[src/rtl/gray_seq_counter.sv]
// Modulo-MODULUS up/down counter with registered binary and reflected-Gray outputs.
// An IDLE->RUN start-up edge precedes counting; clr/load act in either state.
module gray_seq_counter #(
  parameter int WIDTH     = 3,
  parameter int MODULUS   = 5,
  parameter int RESET_VAL = 0
) (
  input  logic             clk,
  input  logic             reset,
  input  logic             en,
  input  logic             up,
  input  logic             clr,
  input  logic             load,
  input  logic [WIDTH-1:0] load_val,
  output logic [WIDTH-1:0] bin,
  output logic [WIDTH-1:0] gray,
  output logic             wrap,
  output logic             active
);
  typedef enum logic {IDLE = 1'b0, RUN = 1'b1} state_t;

  localparam int               WX    = WIDTH + 1;
  localparam logic [WIDTH:0]   MOD_X = WX'(MODULUS);
  localparam logic [WIDTH:0]   ONE_X = WX'(1);
  localparam logic [WIDTH-1:0] MAX_B = WIDTH'(MODULUS - 1);
  localparam logic [WIDTH-1:0] RST_B = WIDTH'(RESET_VAL);
  localparam logic [WIDTH-1:0] RST_G = RST_B ^ (RST_B >> 1);

  state_t           state_q, state_d;
  logic [WIDTH-1:0] bin_q, bin_d, gray_q, gray_d;
  logic             wrap_q, wrap_d, active_q, active_d;
  logic [WIDTH:0]   step_x;
  logic             wrapped;

  always_comb begin
    state_d = state_q;
    bin_d   = bin_q;
    wrap_d  = 1'b0;
    // One extra bit: up-wrap shows as step == MODULUS, down-wrap as the borrow bit.
    step_x  = up ? ({1'b0, bin_q} + ONE_X) : ({1'b0, bin_q} - ONE_X);
    wrapped = up ? (step_x == MOD_X) : step_x[WIDTH];
    if (clr) begin
      bin_d = RST_B;
    end else if (load) begin
      bin_d = ({1'b0, load_val} < MOD_X) ? load_val : MAX_B;
    end else if (en) begin
      if (state_q == IDLE) begin
        state_d = RUN;
      end else begin
        wrap_d = wrapped;
        bin_d  = wrapped ? (up ? '0 : MAX_B) : step_x[WIDTH-1:0];
      end
    end
    gray_d   = bin_d ^ (bin_d >> 1);
    active_d = (state_d == RUN);
  end

  always_ff @(posedge clk or negedge reset) begin
    if (!reset) begin
      state_q  <= IDLE;
      bin_q    <= RST_B;
      gray_q   <= RST_G;
      wrap_q   <= 1'b0;
      active_q <= 1'b0;
    end else begin
      state_q  <= state_d;
      bin_q    <= bin_d;
      gray_q   <= gray_d;
      wrap_q   <= wrap_d;
      active_q <= active_d;
    end
  end

  assign bin    = bin_q;
  assign gray   = gray_q;
  assign wrap   = wrap_q;
  assign active = active_q;
endmodule

[config.mk]
export PLATFORM = sky130hd
export DESIGN_NAME = gray_seq_counter
export DESIGN_NICKNAME = d
export VERILOG_FILES = /design/src/rtl/gray_seq_counter.sv
export SDC_FILE = /design/constraint.sdc
export NUM_CORES = 1
export LEC_CHECK = 0
export BUFFER_PORTS_ARGS = -buffer_cell sky130_fd_sc_hd__buf_2
export CORE_AREA = 2 2 39 41
export CTS_CLUSTER_SIZE = 10
export DETAILED_ROUTE_END_ITERATION = 10
export DIE_AREA = 0 0 41 43
export RECOVER_POWER = 50
export SYNTH_ARGS = -nofsm -noshare
export SYNTH_HDL_FRONTEND = slang
export SYNTH_SLANG_ARGS = --single-unit
[constraint.sdc]
create_clock -name clk -period 4 [get_ports clk]
set_clock_uncertainty 0.05 [all_clocks]
set_input_delay 0.4 -clock clk [delete_from_list [all_inputs] [get_ports clk]]
set_output_delay 0.4 -clock clk [all_outputs]
set_load 0.005 [all_outputs]
==> impl_results.md <==
- CTS tree: built
- Post-route ant nets: 0
- Synth warn: 0
- Worst hold endpoint: active
- # setup viols final: 0
- Reg-to-reg endpoint: gray[0]
- First drt pass iteration count: 4
- Commonest cells post-synth: dfrtp_1, inv_1
- Synth cell types: 20
- Pin count of the biggest net entering global routing: 8
- Worst Hold Launch: en
- Cells after Synth: 39
- Total GRT Usage: 13.39%
- Worst r2r src: bin[0]
- Iteration-0 DRC Markers: 5
- Hold Path Class: input port to flip-flop
- Max Fanout on Critical Path: 7
- Vias in the first global route: 374
- Yosys top cell by area: dfrtp_1
- Share of layout cells above drive strength 1: 30.51%
- WL met3: 51 um
- DP Wirelength: 704.2 um
- M1 wire length: 385 um
- Area of the multi-input gates: 227.7 sq um
- Crit. End Element: flip-flop
- Syn_area_per_cell: 10.91 sq um
- Worst Setup Start Kind: flip-flop
- Met2 WL: 437 um
- Worst R2R Setup Slack: 1.76 ns
- Mapped Nets: 51
- Crit-path cells: inv_1 > fa_1 > xor2_1 > o31ai_1 > a211o_1 > a221oi_4 > xor2_1
- Top post-synthesis cells by area: dfrtp_1, a221oi_4, xor2_1, ha_1, a21o_1
- Core Util, Final: 39.87%
- Synth Flop Type: dfrtp_1
- Setup repair bufs after CTS: 0
- Initial Util: 30.74%
- Num rows: 14
- DRC: 0
- Antenna diodes: 0
- Routed length per instance: 11.91 um
- Min cycle time layout: 2.243 ns
- Fmax achieved: 445.8 MHz
- Worst Hold Depth: 2
- Clock root cell: clkbuf_4
- Port bufs: 16
- TritonCTS Sinks: 7
- Boundary Pins: 17
- First-pass GRT wire length: 1483 um
- Die width: 41 um
- CTS max path bufs: 2
- Tcrit/Tclk final: 56.07%
- Fraction of registers with async set/reset: 100.0%
- Pre-CTS setup slack: 1.713 ns
- Top-count cell post-synth: dfrtp_1
- Cell Area, Synth: 425.4 sq um
- Fin Hold WS: 0.3299 ns
- Worst path slowest cell: dfrtp_1
- WS Path Type: flip-flop to flip-flop
- Most prevalent standard cell on the critical path: xor2_1
- H-Tree Depth: 1
- Setup total negative slack: 0 ns
- Critical path required time: 4.13 ns
- Worst-margin pin slew: 0.4297 ns
- Die area: 0.001763 sq mm
- MaxCap Viol Count: 0
- Vias/cell: 5.227
- Synth Register Bits: 7
- Layout net count: 72
- Status: complete, no violations
- Leak Pwr: 0.2848 nW
- Pwr Density: 348.8 mW/mm^2
- Die height: 43 um
- Core Area: 0.001384 sq mm
- Area Overhead vs Synth: 29.71%
- Final Hold Fails: 0
- Worst VDD drop: 0.0001635 V
- Top-area cell type share of the netlist area: 41.18%
- Worst-Skew Late Latency: 0.25 ns
- Slew Viols, Final: 0
- RD Place Congestion: 0.7236
- RSZ-0062 raised after global routing: no
- # fillers: 143
- Critical Path AT: 2.37 ns
- DRT Wirelength: 893 um
- Crit-path max cell delay: 0.46 ns
- Sequential area share after synthesis: 41.18%
- Clock-pin slew on the worst setup and hold paths: 0.05 ns
- Via count: 392
- Post-cts resize count: 0
- Slew HR: 71.35%
- Total grt overflow: 0
- Storage cell area: 175.2 sq um
- Top layer in use: met4
- Initial antenna violation count: 0
- Post-synth EDFFs: 0
- Reg2Reg Depth: 7
- TritonCTS buffer count: 3
- Setup ws final: 1.757 ns
## logic make-up after synthesis
kind of cell,share of synthesized area (%)
adder cells (fa/ha/maj),10.59
AND/OR/NAND/NOR,8.528
XOR/XNOR,6.178
flip-flops,41.18
AO/OA/AOI/OAI,28.24
buffers and inverters,5.294
## state kept, by name, summed over array words and instances (netlist names)
name,count
wrap,1
active,1
gray,2
bin,3
## per-stage QoR
stage | instance area, sq um | std cells | total power, W
2_1_floorplan | 425.4 | 39 | 0.0001098
3_3_place_gp | 518.0 | 70 | 0.0001282
3_5_place_dp | 518.0 | 70 | 0.0001285
4_1_cts | 554.3 | 75 | 0.0001965
5_1_grt | 551.8 | 75 | 0.0002088
6_report | 551.8 | 75 | 0.0001925
## worst max-delay path by stage
stage	start	end	slack (ns)	cells past startpoint
after floorplan	bin[0]	gray[1]	1.93	7
after global placement	up	gray[1]	1.70	8
after detailed placement	up	gray[1]	1.71	8
after CTS	bin[0]	gray[0]	1.74	7
after global routing	bin[0]	gray[0]	1.59	7
final	bin[0]	gray[0]	1.76	7
## layout make-up
class | count | share of cell area [%]
clock buffer | 4 | 4.762
inverter | 4 | 2.721
multi-input combinational | 27 | 41.27
sequential | 7 | 31.75
tap | 16 | 3.628
timing repair buffer | 17 | 15.87
## critical path, delay by kind of cell, from the launching register on
family / cells / cell delay, ns
compound gates: 3 / 0.78
flops: 1 / 0.46
fa+ha+maj: 1 / 0.41
xor+xnor: 2 / 0.37
buf+inv: 1 / 0.09
## layout by cell type, fill, tap and decap left out
master,count
inv_1,4
o31ai_1,1
a221oi_4,1
nor3_1,1
nor2_1,1
a21o_1,3
nand2_1,3
clkbuf_4,3
ha_1,2
a2111oi_0,1
o21a_1,1
a211o_1,1
a211oi_1,2
buf_2,14
dlygate4sd3_1,1
fa_1,1
and4b_1,1
clkbuf_1,3
dfrtp_1,7
xor2_1,3
nand4_1,1
a21oi_1,3
a221oi_1,1
## where the power goes
| part | switching, W | leakage (nW) | internal, W |
|---|---|---|---|
| Combinational | 0.0000253 | 0.183 | 0.0000211 |
| Clock | 0.0000271 | 0.0150 | 0.0000381 |
| Sequential | 0.00000409 | 0.0867 | 0.0000768 |
| Total | 0.0000564 | 0.285 | 0.000136 |
## metal layers
metal	vias up	GRT usage [%]
met2	16	20.63
li1	184	-
met1	190	13.95
met4	0	10.00
met5	-	0
met3	2	4.712
## timing repair
| item | in CTS | in global routing |
|---|---|---|
| endpoints found under the setup margin | 0 | 0 |
| hold buffers | 1 | 0 |
| hold endpoints to repair | 7 | 0 |
No activity file was read; power rests on OpenSTA's default activity.
